`src/rtl/puf_arb_pkg.sv`:
```
// Shared definitions for the delay-PUF race arbiter bank.
// Contents:
//   state_t          - arbiter FSM states (IDLE, ARMED, DONE)
//   DEF_N_CH         - default number of arbiter channels
//   DEF_TIMEOUT      - default ARMED-cycle limit
//   DEF_CNT_W        - default timeout counter width
//   clog2()          - ceiling log2, used to check that the counter can reach TIMEOUT-1
package puf_arb_pkg;

   typedef enum logic [1:0] {
      IDLE  = 2'd0,
      ARMED = 2'd1,
      DONE  = 2'd2
   } state_t;

   localparam int unsigned DEF_N_CH    = 8;
   localparam int unsigned DEF_TIMEOUT = 200;
   localparam int unsigned DEF_CNT_W   = 8;

   // Bits needed to represent values 0 .. v-1 (returns 0 for v <= 1).
   function automatic int unsigned clog2(input int unsigned v);
      int unsigned r;
      int unsigned x;
      r = 0;
      x = 1;
      while (x < v) begin
         x = x << 1;
         r = r + 1;
      end
      return r;
   endfunction

endpackage

```
`src/rtl/sync_2ff.sv`:
```
// One-bit two-flop synchroniser with synchronous, active-high reset.
// Ports:
//   clk   - destination clock
//   reset - synchronous reset, clears both flops
//   d     - asynchronous input
//   q     - synchronised output (two clk cycles of latency)
module sync_2ff (
   input  logic clk,
   input  logic reset,
   input  logic d,
   output logic q
);

   logic meta;

   always_ff @(posedge clk) begin
      if (reset) begin
         meta <= 1'b0;
         q    <= 1'b0;
      end else begin
         meta <= d;
         q    <= meta;
      end
   end

endmodule

```
`src/rtl/puf_race_arbiter_bank.sv`:
```
// Multi-channel race arbiter for the parallel delay-PUF array.
// Each channel watches the two finish lines of one delay-chain pair and records which one
// arrived first (or a tie), with a timeout, and hands the packed word over with valid/ack.
// Ports:
//   clk       - system clock
//   reset     - synchronous, active-high reset
//   start     - one-cycle pulse arming a new race (only honoured in IDLE)
//   fin_a     - per-channel finish line A (asynchronous)
//   fin_b     - per-channel finish line B (asynchronous)
//   ack       - collector has taken the response (honoured while valid)
//   busy      - high in ARMED and DONE
//   valid     - response/tie/decided/timed_out are stable
//   response  - 1 = A first; 0 = B first, tie or undecided
//   tie       - A and B seen in the same synchronised cycle
//   decided   - channel produced a result
//   timed_out - race ended by timeout with at least one channel undecided
module puf_race_arbiter_bank
   import puf_arb_pkg::*;
#(
   parameter int unsigned N_CH    = DEF_N_CH,
   parameter int unsigned TIMEOUT = DEF_TIMEOUT,
   parameter int unsigned CNT_W   = DEF_CNT_W
) (
   input  logic            clk,
   input  logic            reset,
   input  logic            start,
   input  logic [N_CH-1:0] fin_a,
   input  logic [N_CH-1:0] fin_b,
   input  logic            ack,
   output logic            busy,
   output logic            valid,
   output logic [N_CH-1:0] response,
   output logic [N_CH-1:0] tie,
   output logic [N_CH-1:0] decided,
   output logic            timed_out
);

   localparam logic [CNT_W-1:0] CNT_MAX = CNT_W'(TIMEOUT - 1);

   if (clog2(TIMEOUT) > CNT_W) begin : g_cnt_w_check
      $error("CNT_W too narrow for TIMEOUT");
   end

   state_t           state;
   logic [CNT_W-1:0] cnt;
   logic [N_CH-1:0]  sa;
   logic [N_CH-1:0]  sb;
   logic [N_CH-1:0]  resp_nxt;
   logic [N_CH-1:0]  tie_nxt;
   logic [N_CH-1:0]  dec_nxt;

   for (genvar i = 0; i < int'(N_CH); i++) begin : g_ch
      sync_2ff u_sync_a (
         .clk   (clk),
         .reset (reset),
         .d     (fin_a[i]),
         .q     (sa[i])
      );

      sync_2ff u_sync_b (
         .clk   (clk),
         .reset (reset),
         .d     (fin_b[i]),
         .q     (sb[i])
      );

      // Once decided a channel is frozen; later edges on either line are ignored.
      assign dec_nxt[i]  = decided[i] | sa[i] | sb[i];
      assign resp_nxt[i] = decided[i] ? response[i] : (sa[i] & ~sb[i]);
      assign tie_nxt[i]  = decided[i] ? tie[i]      : (sa[i] & sb[i]);
   end

   // valid rises one cycle after entering DONE, so the last decision registered at edge D
   // is presented with valid after edge D+1.
   always_ff @(posedge clk) begin
      if (reset) begin
         state     <= IDLE;
         cnt       <= '0;
         busy      <= 1'b0;
         valid     <= 1'b0;
         response  <= '0;
         tie       <= '0;
         decided   <= '0;
         timed_out <= 1'b0;
      end else begin
         unique case (state)
            IDLE: begin
               if (start) begin
                  state     <= ARMED;
                  busy      <= 1'b1;
                  cnt       <= '0;
                  response  <= '0;
                  tie       <= '0;
                  decided   <= '0;
                  timed_out <= 1'b0;
               end
            end
            ARMED: begin
               response <= resp_nxt;
               tie      <= tie_nxt;
               decided  <= dec_nxt;
               if (cnt != CNT_MAX) begin
                  cnt <= cnt + 1'b1;
               end
               // A decision completing on the timeout edge wins over the timeout.
               if (&dec_nxt) begin
                  state     <= DONE;
                  timed_out <= 1'b0;
               end else if (cnt == CNT_MAX) begin
                  state     <= DONE;
                  timed_out <= 1'b1;
               end
            end
            DONE: begin
               if (!valid) begin
                  valid <= 1'b1;
               end else if (ack) begin
                  valid <= 1'b0;
                  busy  <= 1'b0;
                  state <= IDLE;
               end
            end
            default: begin
               state <= IDLE;
            end
         endcase
      end
   end

endmodule
```
`config.mk`:
```
export PLATFORM = sky130hd
export DESIGN_NAME = puf_race_arbiter_bank
export DESIGN_NICKNAME = d
export VERILOG_FILES = /design/src/rtl/puf_arb_pkg.sv /design/src/rtl/sync_2ff.sv /design/src/rtl/puf_race_arbiter_bank.sv
export SDC_FILE = /design/constraint.sdc
export NUM_CORES = 1
export LEC_CHECK = 0
export ABC_AREA = 0
export BUFFER_PORTS_ARGS = -buffer_cell sky130_fd_sc_hd__buf_2
export CAP_MARGIN = 0
export CORE_MARGIN = 2
export CORE_UTILIZATION = 30
export DETAILED_ROUTE_END_ITERATION = 12
export HOLD_SLACK_MARGIN = 0.08
export PLACE_DENSITY = 0.58
export SLEW_MARGIN = 40
export SYNTH_ARGS = -nofsm -noshare
export SYNTH_HDL_FRONTEND = slang
export SYNTH_SLANG_ARGS = --single-unit
```
`constraint.sdc`:
```
create_clock -name clk -period 3.8 [get_ports clk]
set_clock_uncertainty 0.2 [all_clocks]
set_input_delay 0.19 -clock clk [delete_from_list [all_inputs] [get_ports clk]]
set_output_delay 0.19 -clock clk [all_outputs]
set_load 0.03 [all_outputs]
```
==> results of run 1 <==
==> per-layer routing <==
metal | routed length (um) | vias up | global-route usage
met4 | 78 | 0 | 0.05556
met1 | 2409 | 844 | 0.1503
met3 | 292 | 9 | 0.03557
li1 | - | 1039 | -
met5 | 0 | - | 0
met2 | 2113 | 49 | 0.1725
==> cells in the final DEF (no fill, tap or decap), types with 3 or more instances in the layout <==
| cell type | n |
|---|---|
| sky130_fd_sc_hd__or3b_1 | 8 |
| sky130_fd_sc_hd__clkbuf_8 | 10 |
| sky130_fd_sc_hd__a21oi_1 | 31 |
| sky130_fd_sc_hd__o21a_1 | 5 |
| sky130_fd_sc_hd__xnor2_1 | 4 |
| sky130_fd_sc_hd__buf_2 | 46 |
| sky130_fd_sc_hd__o21ai_0 | 14 |
| sky130_fd_sc_hd__nor2b_1 | 35 |
| sky130_fd_sc_hd__bufinv_16 | 3 |
| sky130_fd_sc_hd__dlygate4sd3_1 | 18 |
| sky130_fd_sc_hd__dfxtp_1 | 69 |
| sky130_fd_sc_hd__o21a_4 | 3 |
| sky130_fd_sc_hd__nor2_1 | 14 |
| sky130_fd_sc_hd__nand3_1 | 5 |
| sky130_fd_sc_hd__nand2_1 | 32 |
| sky130_fd_sc_hd__nor3_1 | 18 |
==> power groups by stage <==
stage | registers, mW | logic [mW] | clock network [mW]
6_report | 0.761 | 0.119 | 0.726
4_1_cts | 0.761 | 0.121 | 0.744
3_5_place_dp | 0.778 | 0.107 | 0
5_1_grt | 0.764 | 0.133 | 0.771
3_3_place_gp | 0.777 | 0.105 | 0
2_1_floorplan | 0.784 | 0.0715 | 0
==> path summary, 6_finish.rpt <==
path,from,end,slack [ns],cells after the start
worst min-delay path,reset,response[7],0.19,2
worst min register to register,g_ch[0].u_sync_b.meta,g_ch[0].u_sync_b.q,0.24,1
worst max register to register,state[0],cnt[7],1.66,5
worst max-delay path,start,tie[7],1.56,6
==> state kept, by name (all words and copies together), names as in the netlist <==
| register | cells |
|---|---|
| cnt | 8 |
| decided | 8 |
| g_ch.u_sync_a.meta | 8 |
| g_ch.u_sync_a.q | 8 |
| g_ch.u_sync_b.meta | 8 |
| g_ch.u_sync_b.q | 8 |
| response | 8 |
| tie | 8 |
| state | 2 |
| busy | 1 |
| timed_out | 1 |
| valid | 1 |
==> final cells by class <==
cell class | instances | area [um^2] | area share
clock buffer | 11 | 141.4 | 0.04353
clock inverter | 5 | 107.6 | 0.03313
sequential | 69 | 1381 | 0.4253
inverter | 2 | 7.507 | 0.002311
timing repair buffer | 66 | 425.4 | 0.1310
tap | 105 | 131.4 | 0.04045
multi-input combinational | 185 | 1054 | 0.3243
==> timing repair <==
item / 4_1_cts / 5_1_grt
hold endpoints to repair: 19 / 0
hold buffers: 18 / 0
resized for setup: 0 / 0
==> worst register-to-register path: cells and delay by family, from the launching register on <==
family / cells / cell delay [ns]
AO/OA/AOI/OAI: 2 / 0.82
AND/OR/NAND/NOR: 2 / 0.44
flip-flops: 1 / 0.41
XOR/XNOR: 1 / 0.17
==> cells by family (layout without fill, tap and decap cells) <==
family          Yosys count  in the layout  synth area share
simple gates            121            121            0.2566
flops                    69             69            0.5523
compound gates           58             58            0.1421
buf+inv                  15             84           0.02651
xor+xnor                  5              5           0.01751
fa+ha+maj                 1              1          0.005002
==> impl_results.html, run 1 <==
<table>
<tr><th>Metric</th><th>Value</th></tr>
<tr><th colspan="2">Floorplan</th></tr>
<tr><td>Initial standard-cell utilization of the core</td><td>0.3075</td></tr>
<tr><td>Io pins</td><td>47</td></tr>
<tr><td>Core ar.</td><td>between 0.008 and 0.009 mm^2</td></tr>
<tr><td>Num rows</td><td>33</td></tr>
<tr><td>Die ar.</td><td>approximately 0.0091 mm^2</td></tr>
<tr><td>Vertical die dimension</td><td>about 95 um</td></tr>
<tr><td>Chip Width</td><td>95.31 um</td></tr>
<tr><th colspan="2">CTS</th></tr>
<tr><td>Clock Path Buffers</td><td>2</td></tr>
<tr><td>Clk root buf</td><td>sky130_fd_sc_hd__clkbuf_8</td></tr>
<tr><td>Clock slew at reported path FFs</td><td>0.07 ns</td></tr>
<tr><td>Post-CTS repair timing setup buffer count</td><td>0</td></tr>
<tr><td>Clock sink total</td><td>between 60 and 70</td></tr>
<tr><td>Insertion delay to the later sink of the worst-skew pair</td><td>~0.33 ns</td></tr>
<tr><td>H-tree depth reported by CTS</td><td>3</td></tr>
<tr><td>Number of CTS-inserted buffers</td><td>9</td></tr>
<tr><td>CTS tree</td><td>yes</td></tr>
<tr><th colspan="2">Synthesis</th></tr>
<tr><td>Share of async-settable or async-resettable flops after synthesis</td><td>0</td></tr>
<tr><td>Number of library cell types mapped by synthesis</td><td>30</td></tr>
<tr><td>Syn Nets</td><td>290</td></tr>
<tr><td>Synth Area per Inst</td><td>9.298 um^2</td></tr>
<tr><td>Dominant cells by area after synthesis</td><td>sky130_fd_sc_hd__dfxtp_1, sky130_fd_sc_hd__nor2b_1, sky130_fd_sc_hd__a21oi_1, sky130_fd_sc_hd__nand2_1, sky130_fd_sc_hd__nor3_1</td></tr>
<tr><td>Yosys synthesis warning count</td><td>0</td></tr>
<tr><td>Prevailing post-synth register cell</td><td>sky130_fd_sc_hd__dfxtp_1</td></tr>
<tr><td>Area share of the largest cell type after synthesis</td><td>0.5523</td></tr>
<tr><td>Share of the yosys chip area belonging to registers</td><td>0.5523</td></tr>
<tr><td>Post-synthesis cell area</td><td>roughly 0.0025 mm^2</td></tr>
<tr><td>Flop and latch count out of synthesis</td><td>69</td></tr>
<tr><td>Most frequent cells after synthesis</td><td>sky130_fd_sc_hd__dfxtp_1, sky130_fd_sc_hd__nor2b_1, sky130_fd_sc_hd__nand2_1</td></tr>
<tr><td>Largest area contributor in the netlist</td><td>sky130_fd_sc_hd__dfxtp_1</td></tr>
<tr><td>Leading cell type by number of instances after synthesis</td><td>sky130_fd_sc_hd__dfxtp_1</td></tr>
<tr><td>Post-synthesis instance total</td><td>around 270</td></tr>
<tr><td>Number of flops mapped to enable cells by yosys</td><td>0</td></tr>
<tr><th colspan="2">Timing</th></tr>
<tr><td>Worst hold slack</td><td>0.1938 ns</td></tr>
<tr><td>Top achievable clock speed</td><td>446.4 MHz</td></tr>
<tr><td>Slew at the pin closest to its max-slew limit</td><td>roughly 0.70 ns</td></tr>
<tr><td>Final worst-path cycle share</td><td>0.5895</td></tr>
<tr><td>Final setup violation count</td><td>0</td></tr>
<tr><td>Max_slew headroom</td><td>0.5359</td></tr>
<tr><td>RSZ-0062 raised after global routing</td><td>false</td></tr>
<tr><td>Worst Setup Slack, final</td><td>between 1.5 and 2 ns</td></tr>
<tr><td>Hold Violations, Final</td><td>0</td></tr>
<tr><td>Max Slew Vio Count</td><td>0</td></tr>
<tr><td>Final critical delay including setup and external delays</td><td>2.240 ns</td></tr>
<tr><td>Sum of negative setup slack</td><td>0 ns</td></tr>
<tr><th colspan="2">Detailed routing</th></tr>
<tr><td>Via Count</td><td>1941</td></tr>
<tr><td>Via density</td><td>around 4.4</td></tr>
<tr><td>Total wire length</td><td>slightly below 5000 um</td></tr>
<tr><td>Routed wirelength normalized by instance count</td><td>roughly 11 um</td></tr>
<tr><td>Iteration-0 DRC count of the detailed router</td><td>62</td></tr>
<tr><td>First-pass iteration count of the detailed router</td><td>4</td></tr>
<tr><td># DRC</td><td>0</td></tr>
<tr><td>ANT nets after route</td><td>0</td></tr>
<tr><th colspan="2">Power and ir drop</th></tr>
<tr><td>Relative contribution of combinational cells to total power</td><td>0.074</td></tr>
<tr><td>Leakage power summed over all cells</td><td>roughly 1.3 nW</td></tr>
<tr><td>Flop pwr share</td><td>0.474</td></tr>
<tr><td>Internal Dissipation</td><td>~1.3 mW</td></tr>
<tr><td>Switching power of the nets</td><td>roughly 350 uW</td></tr>
<tr><td>Overall power</td><td>between 1.5 and 2 mW</td></tr>
<tr><td>P per Cell Area</td><td>a little under 500 mW/mm^2</td></tr>
<tr><td>Share of total power consumed by net switching</td><td>0.2180</td></tr>
<tr><td>Worst supply voltage drop on vdd</td><td>between 0.2 and 0.3 mV</td></tr>
<tr><td>Clk network pwr share</td><td>0.452</td></tr>
<tr><th colspan="2">Layout</th></tr>
<tr><td>Layout-stage area growth over the synthesis result</td><td>29.87%</td></tr>
<tr><td>Nets</td><td>roughly 350</td></tr>
<tr><td>Design Area, Final</td><td>roughly 0.0032 mm^2</td></tr>
<tr><td>Share of layout cells above drive strength 1</td><td>0.2012</td></tr>
<tr><td>Utilization after layout</td><td>0.3993</td></tr>
<tr><td>Antenna diode count</td><td>0</td></tr>
<tr><td>Final cell count without fillers</td><td>about 440</td></tr>
<tr><td>Fillers</td><td>slightly above 800</td></tr>
<tr><th colspan="2">Worst setup path</th></tr>
<tr><td>Startpoint class of the critical path</td><td>input port</td></tr>
<tr><td>Worst path slowest cell</td><td>sky130_fd_sc_hd__or3b_2</td></tr>
<tr><td>Worst Path Arrival</td><td>2.30 ns</td></tr>
<tr><td>Critical Path Max Stage Delay</td><td>between 0.7 and 0.8 ns</td></tr>
<tr><td>CP Data Required Time</td><td>roughly 3.9 ns</td></tr>
<tr><td>Largest fanout on the critical path</td><td>24</td></tr>
<tr><td>Critical Setup Path Class</td><td>in2reg</td></tr>
<tr><td>Number of buffer and inverter stages on the critical path</td><td>2</td></tr>
<tr><td>Crit path cell chain</td><td>dlygate4sd3_1 &gt; buf_2 &gt; or3b_2 &gt; o21a_1 &gt; or3b_1 &gt; a21oi_1</td></tr>
<tr><td>Family of cells with the greatest summed delay on the critical path</td><td>simple AND/OR/NAND/NOR gates</td></tr>
<tr><td>Capturing element type of the critical path</td><td>register</td></tr>
<tr><th colspan="2">Flow run</th></tr>
<tr><td># Max-Cap Violations</td><td>0</td></tr>
<tr><th colspan="2">Place</th></tr>
<tr><td>Post-placement worst setup slack</td><td>1.668 ns</td></tr>
<tr><td>Number of placed cells counting well taps</td><td>slightly above 400</td></tr>
<tr><td>Placed cell area</td><td>0.002819 mm^2</td></tr>
<tr><td>HPWL Detailed</td><td>3360 um</td></tr>
<tr><td>Port Buffer Count</td><td>46</td></tr>
<tr><td>Final weighted congestion of routability-driven global placement</td><td>between 0.7 and 0.8</td></tr>
<tr><th colspan="2">Global routing</th></tr>
<tr><td>Maximum number of pins on one net before global-route repair</td><td>40</td></tr>
<tr><td>Residual overflow from global routing</td><td>0</td></tr>
<tr><td>First-pass GRT wire length</td><td>approximately 8000 um</td></tr>
<tr><td>Antenna violations before repair</td><td>0</td></tr>
<tr><td>Total global routing track utilization</td><td>0.1151</td></tr>
<tr><td>Via count of the first global-routing pass</td><td>between 1500 and 2000</td></tr>
<tr><th colspan="2">Status</th></tr>
<tr><td>Outcome</td><td>finished clean</td></tr>
<tr><th colspan="2">Min path</th></tr>
<tr><td>Worst min-delay path category</td><td>in2reg</td></tr>
</table>
(Power assumes the default switching activity.)
==> inputs of run 2 (changes only) <==
==> constraint.sdc (replaced) <==
create_clock -name clk -period 2.2 [get_ports clk]
set_clock_uncertainty 0.2 [all_clocks]
set_input_delay 0.11 -clock clk [delete_from_list [all_inputs] [get_ports clk]]
set_output_delay 0.11 -clock clk [all_outputs]
set_load 0.03 [all_outputs]
==> impl_results.html, run 2 (same netlist as run 1, synthesis figures left out) <==
<table>
<tr><th>Metric</th><th>Value</th></tr>
<tr><th colspan="2">Min path</th></tr>
<tr><td>Worst min-delay path category</td><td>reg2reg</td></tr>
<tr><td>Startpoint of the lowest-slack hold path</td><td>g_ch[4].u_sync_b.meta</td></tr>
<tr><td>Hold endpoint</td><td>g_ch[4].u_sync_b.q</td></tr>
<tr><td>Number of cells traversed by the worst hold path</td><td>1 (-1)</td></tr>
<tr><th colspan="2">Timing</th></tr>
<tr><td>Top achievable clock speed</td><td>approximately 490 MHz</td></tr>
<tr><td>Max Slew Vio Count</td><td>0 (unchanged)</td></tr>
<tr><td>Worst hold slack</td><td>0.2395 ns (+0.04566 ns)</td></tr>
<tr><td>Hold Violations, Final</td><td>0 (unchanged)</td></tr>
<tr><td>Max_slew headroom</td><td>0.6634 (+0.1275)</td></tr>
<tr><td>Final worst-path cycle share</td><td>0.9210</td></tr>
<tr><td>RSZ-0062 raised after global routing</td><td>false</td></tr>
<tr><td>Final setup violation count</td><td>0 (unchanged)</td></tr>
<tr><td>Sum of negative setup slack</td><td>0 ns (unchanged)</td></tr>
<tr><td>Slew at the pin closest to its max-slew limit</td><td>0.5038 ns (-0.1923 ns)</td></tr>
<tr><td>Final critical delay including setup and external delays</td><td>between 2 and 2.5 ns</td></tr>
<tr><th colspan="2">Global routing</th></tr>
<tr><td>Total global routing track utilization</td><td>0.1244 (+0.009270)</td></tr>
<tr><td>First-pass GRT wire length</td><td>8645 um (+8.7%)</td></tr>
<tr><td>Via count of the first global-routing pass</td><td>1876 (+8.8%)</td></tr>
<tr><td>Maximum number of pins on one net before global-route repair</td><td>26 (-35%)</td></tr>
<tr><td>Antenna violations before repair</td><td>0 (unchanged)</td></tr>
<tr><td>Residual overflow from global routing</td><td>0 (unchanged)</td></tr>
<tr><th colspan="2">Floorplan</th></tr>
<tr><td>Vertical die dimension</td><td>95.31 um (unchanged)</td></tr>
<tr><td>Core ar.</td><td>0.008134 mm^2 (unchanged)</td></tr>
<tr><td>Num rows</td><td>33 (unchanged)</td></tr>
<tr><td>Io pins</td><td>47 (unchanged)</td></tr>
<tr><td>Die ar.</td><td>0.009084 mm^2 (unchanged)</td></tr>
<tr><td>Initial standard-cell utilization of the core</td><td>0.3075 (unchanged)</td></tr>
<tr><td>Chip Width</td><td>95.31 um (unchanged)</td></tr>
<tr><th colspan="2">Worst setup path</th></tr>
<tr><td>Largest fanout on the critical path</td><td>7 (-71%)</td></tr>
<tr><td>Startpoint class of the critical path</td><td>register</td></tr>
<tr><td>Worst Reg2Reg Path Length in Cells</td><td>6 (+1)</td></tr>
<tr><td>Crit path cell chain</td><td>ha_1 &gt; and4b_1 &gt; a21o_1 &gt; a2111oi_2 &gt; xnor2_1 &gt; nor2_1</td></tr>
<tr><td>Reg-to-Reg Start</td><td>cnt[0]</td></tr>
<tr><td>Critical Path Max Stage Delay</td><td>0.41 ns (-0.30 ns)</td></tr>
<tr><td>Critical Setup Path Class</td><td>reg2reg</td></tr>
<tr><td>Capturing element type of the critical path</td><td>register</td></tr>
<tr><td>R2r setup slk</td><td>0.17 ns (-1.49 ns)</td></tr>
<tr><td>CP Data Required Time</td><td>2.22 ns (-1.64 ns)</td></tr>
<tr><td>Worst Path Arrival</td><td>2.04 ns (-0.26 ns)</td></tr>
<tr><td>FF-to-FF End</td><td>cnt[7]</td></tr>
<tr><td>Worst path slowest cell</td><td>sky130_fd_sc_hd__a2111oi_2</td></tr>
<tr><th colspan="2">Power and ir drop</th></tr>
<tr><td>Worst supply voltage drop on vdd</td><td>0.3859 mV (+50%)</td></tr>
<tr><td>P per Cell Area</td><td>809.3 mW/mm^2 (+64%)</td></tr>
<tr><td>Leakage power summed over all cells</td><td>1.351 nW (+7.5%)</td></tr>
<tr><td>Overall power</td><td>2.756 mW (+72%)</td></tr>
<tr><th colspan="2">CTS</th></tr>
<tr><td>H-tree depth reported by CTS</td><td>3 (unchanged)</td></tr>
<tr><td>Number of CTS-inserted buffers</td><td>9 (unchanged)</td></tr>
<tr><td>Insertion delay to the later sink of the worst-skew pair</td><td>0.33 ns (about the same)</td></tr>
<tr><td>Clk root buf</td><td>sky130_fd_sc_hd__clkbuf_8</td></tr>
<tr><td>Clock Path Buffers</td><td>2 (unchanged)</td></tr>
<tr><td>Clock slew at reported path FFs</td><td>0.07 ns (about the same)</td></tr>
<tr><td>Clock sink total</td><td>69 (unchanged)</td></tr>
<tr><td>CTS tree</td><td>yes</td></tr>
<tr><td>Count of cells resized by post-cts repair</td><td>0 (unchanged)</td></tr>
<tr><th colspan="2">Place</th></tr>
<tr><td>HPWL Detailed</td><td>3404 um (+1.3%)</td></tr>
<tr><td>Final weighted congestion of routability-driven global placement</td><td>0.8162 (+4.9%)</td></tr>
<tr><td>Port Buffer Count</td><td>46 (unchanged)</td></tr>
<tr><td>Placed cell area</td><td>0.002849 mm^2 (+1.1%)</td></tr>
<tr><th colspan="2">Detailed routing</th></tr>
<tr><td># DRC</td><td>0 (unchanged)</td></tr>
<tr><td>First-pass iteration count of the detailed router</td><td>4 (unchanged)</td></tr>
<tr><td>Iteration-0 DRC count of the detailed router</td><td>145 (+130%)</td></tr>
<tr><td>Via density</td><td>4.420 (+0.87%)</td></tr>
<tr><td>Total wire length</td><td>5117 um (+4.6%)</td></tr>
<tr><td>Via Count</td><td>2033 (+4.7%)</td></tr>
<tr><td>Routed wirelength normalized by instance count</td><td>11.12 um (+0.69%)</td></tr>
<tr><td>ANT nets after route</td><td>0 (unchanged)</td></tr>
<tr><th colspan="2">Status</th></tr>
<tr><td>Outcome</td><td>finished clean</td></tr>
<tr><th colspan="2">Flow run</th></tr>
<tr><td># Max-Cap Violations</td><td>0 (unchanged)</td></tr>
<tr><th colspan="2">Layout</th></tr>
<tr><td>Fillers</td><td>818 (-0.12%)</td></tr>
<tr><td>Antenna diode count</td><td>0 (unchanged)</td></tr>
<tr><td>Layout-stage area growth over the synthesis result</td><td>36.17%</td></tr>
<tr><td>Leading cell type in the layout, fill and taps excluded</td><td>sky130_fd_sc_hd__dfxtp_1</td></tr>
<tr><td>Design Area, Final</td><td>0.003406 mm^2 (+4.9%)</td></tr>
<tr><td>Share of layout cells above drive strength 1</td><td>0.2000 (-0.001183)</td></tr>
<tr><td>Nets</td><td>372 (+5.1%)</td></tr>
<tr><td>Most frequent cells in the layout</td><td>sky130_fd_sc_hd__dfxtp_1, sky130_fd_sc_hd__buf_2, sky130_fd_sc_hd__nor2b_1</td></tr>
</table>
==> run 2: critical path: cells and delay by family (launching register included) <==
kind | cells | cell delay, ns
XOR/XNOR | 1 | 0.16
adder cells (fa/ha/maj) | 1 | 0.25
flip-flops | 1 | 0.34
AO/OA/AOI/OAI | 2 | 0.67
AND/OR/NAND/NOR | 2 | 0.28
==> run 2: worst max path at each step <==
| stage | slack (ns) | cells after the start | endpoint | startpoint |
|---|---|---|---|---|
| after floorplan | 0.32 | 6 | cnt[7] | cnt[0] |
| after global placement | 0.27 | 6 | cnt[7] | cnt[0] |
| after detailed placement | 0.21 | 6 | cnt[7] | cnt[0] |
| after CTS | 0.17 | 6 | cnt[7] | cnt[0] |
| after global routing | 0.05 | 6 | cnt[7] | cnt[0] |
| final | 0.17 | 6 | cnt[7] | cnt[0] |
==> run 2: layout make-up <==
cell class | instances | area, um^2 | area share
Clock buffer | 9 | 123.9 | 0.03637
Clock inverter | 6 | 112.6 | 0.03306
Inverter | 2 | 7.507 | 0.002204
Multi-Input combinational cell | 185 | 1054 | 0.3093
Sequential cell | 69 | 1381 | 0.4056
Tap cell | 105 | 131.4 | 0.03857
Timing Repair Buffer | 84 | 595.6 | 0.1749
==> run 2: what timing repair did <==
action,in CTS,in global routing
buffers inserted,0,0
endpoints found under the hold margin,25,0
hold buffers,32,0
setup endpoints to repair,0,0
==> run 2: metrics by stage <==
| step | cells | util | setup slack, ns |
|---|---|---|---|
| final | 460 | 0.4187 | 0.1739 |
| after global routing | 460 | 0.4187 | 0.05177 |
| after floorplan | 269 | - | 0.3198 |
| after global placement | 413 | 0.3503 | 0.2685 |
| after CTS | 460 | 0.4187 | 0.1710 |
| after detailed placement | 413 | 0.3503 | 0.2133 |
==> run 2: layer usage <==
layer,global-route usage,share of wire
met5,0,0
met4,0.05435,0.017
met3,0.04664,0.042
met2,0.1896,0.44
met1,0.1569,0.50
==> run 2: where the power goes <==
| part | switching (mW) | leakage (nW) | total, mW | internal (mW) |
|---|---|---|---|---|
| Sequential | 0.0253 | 0.564 | 1.31 | 1.29 |
| Clock | 0.461 | 0.119 | 1.21 | 0.748 |
| Combinational | 0.120 | 0.667 | 0.233 | 0.113 |
| Total | 0.606 | 1.35 | 2.76 | 2.15 |
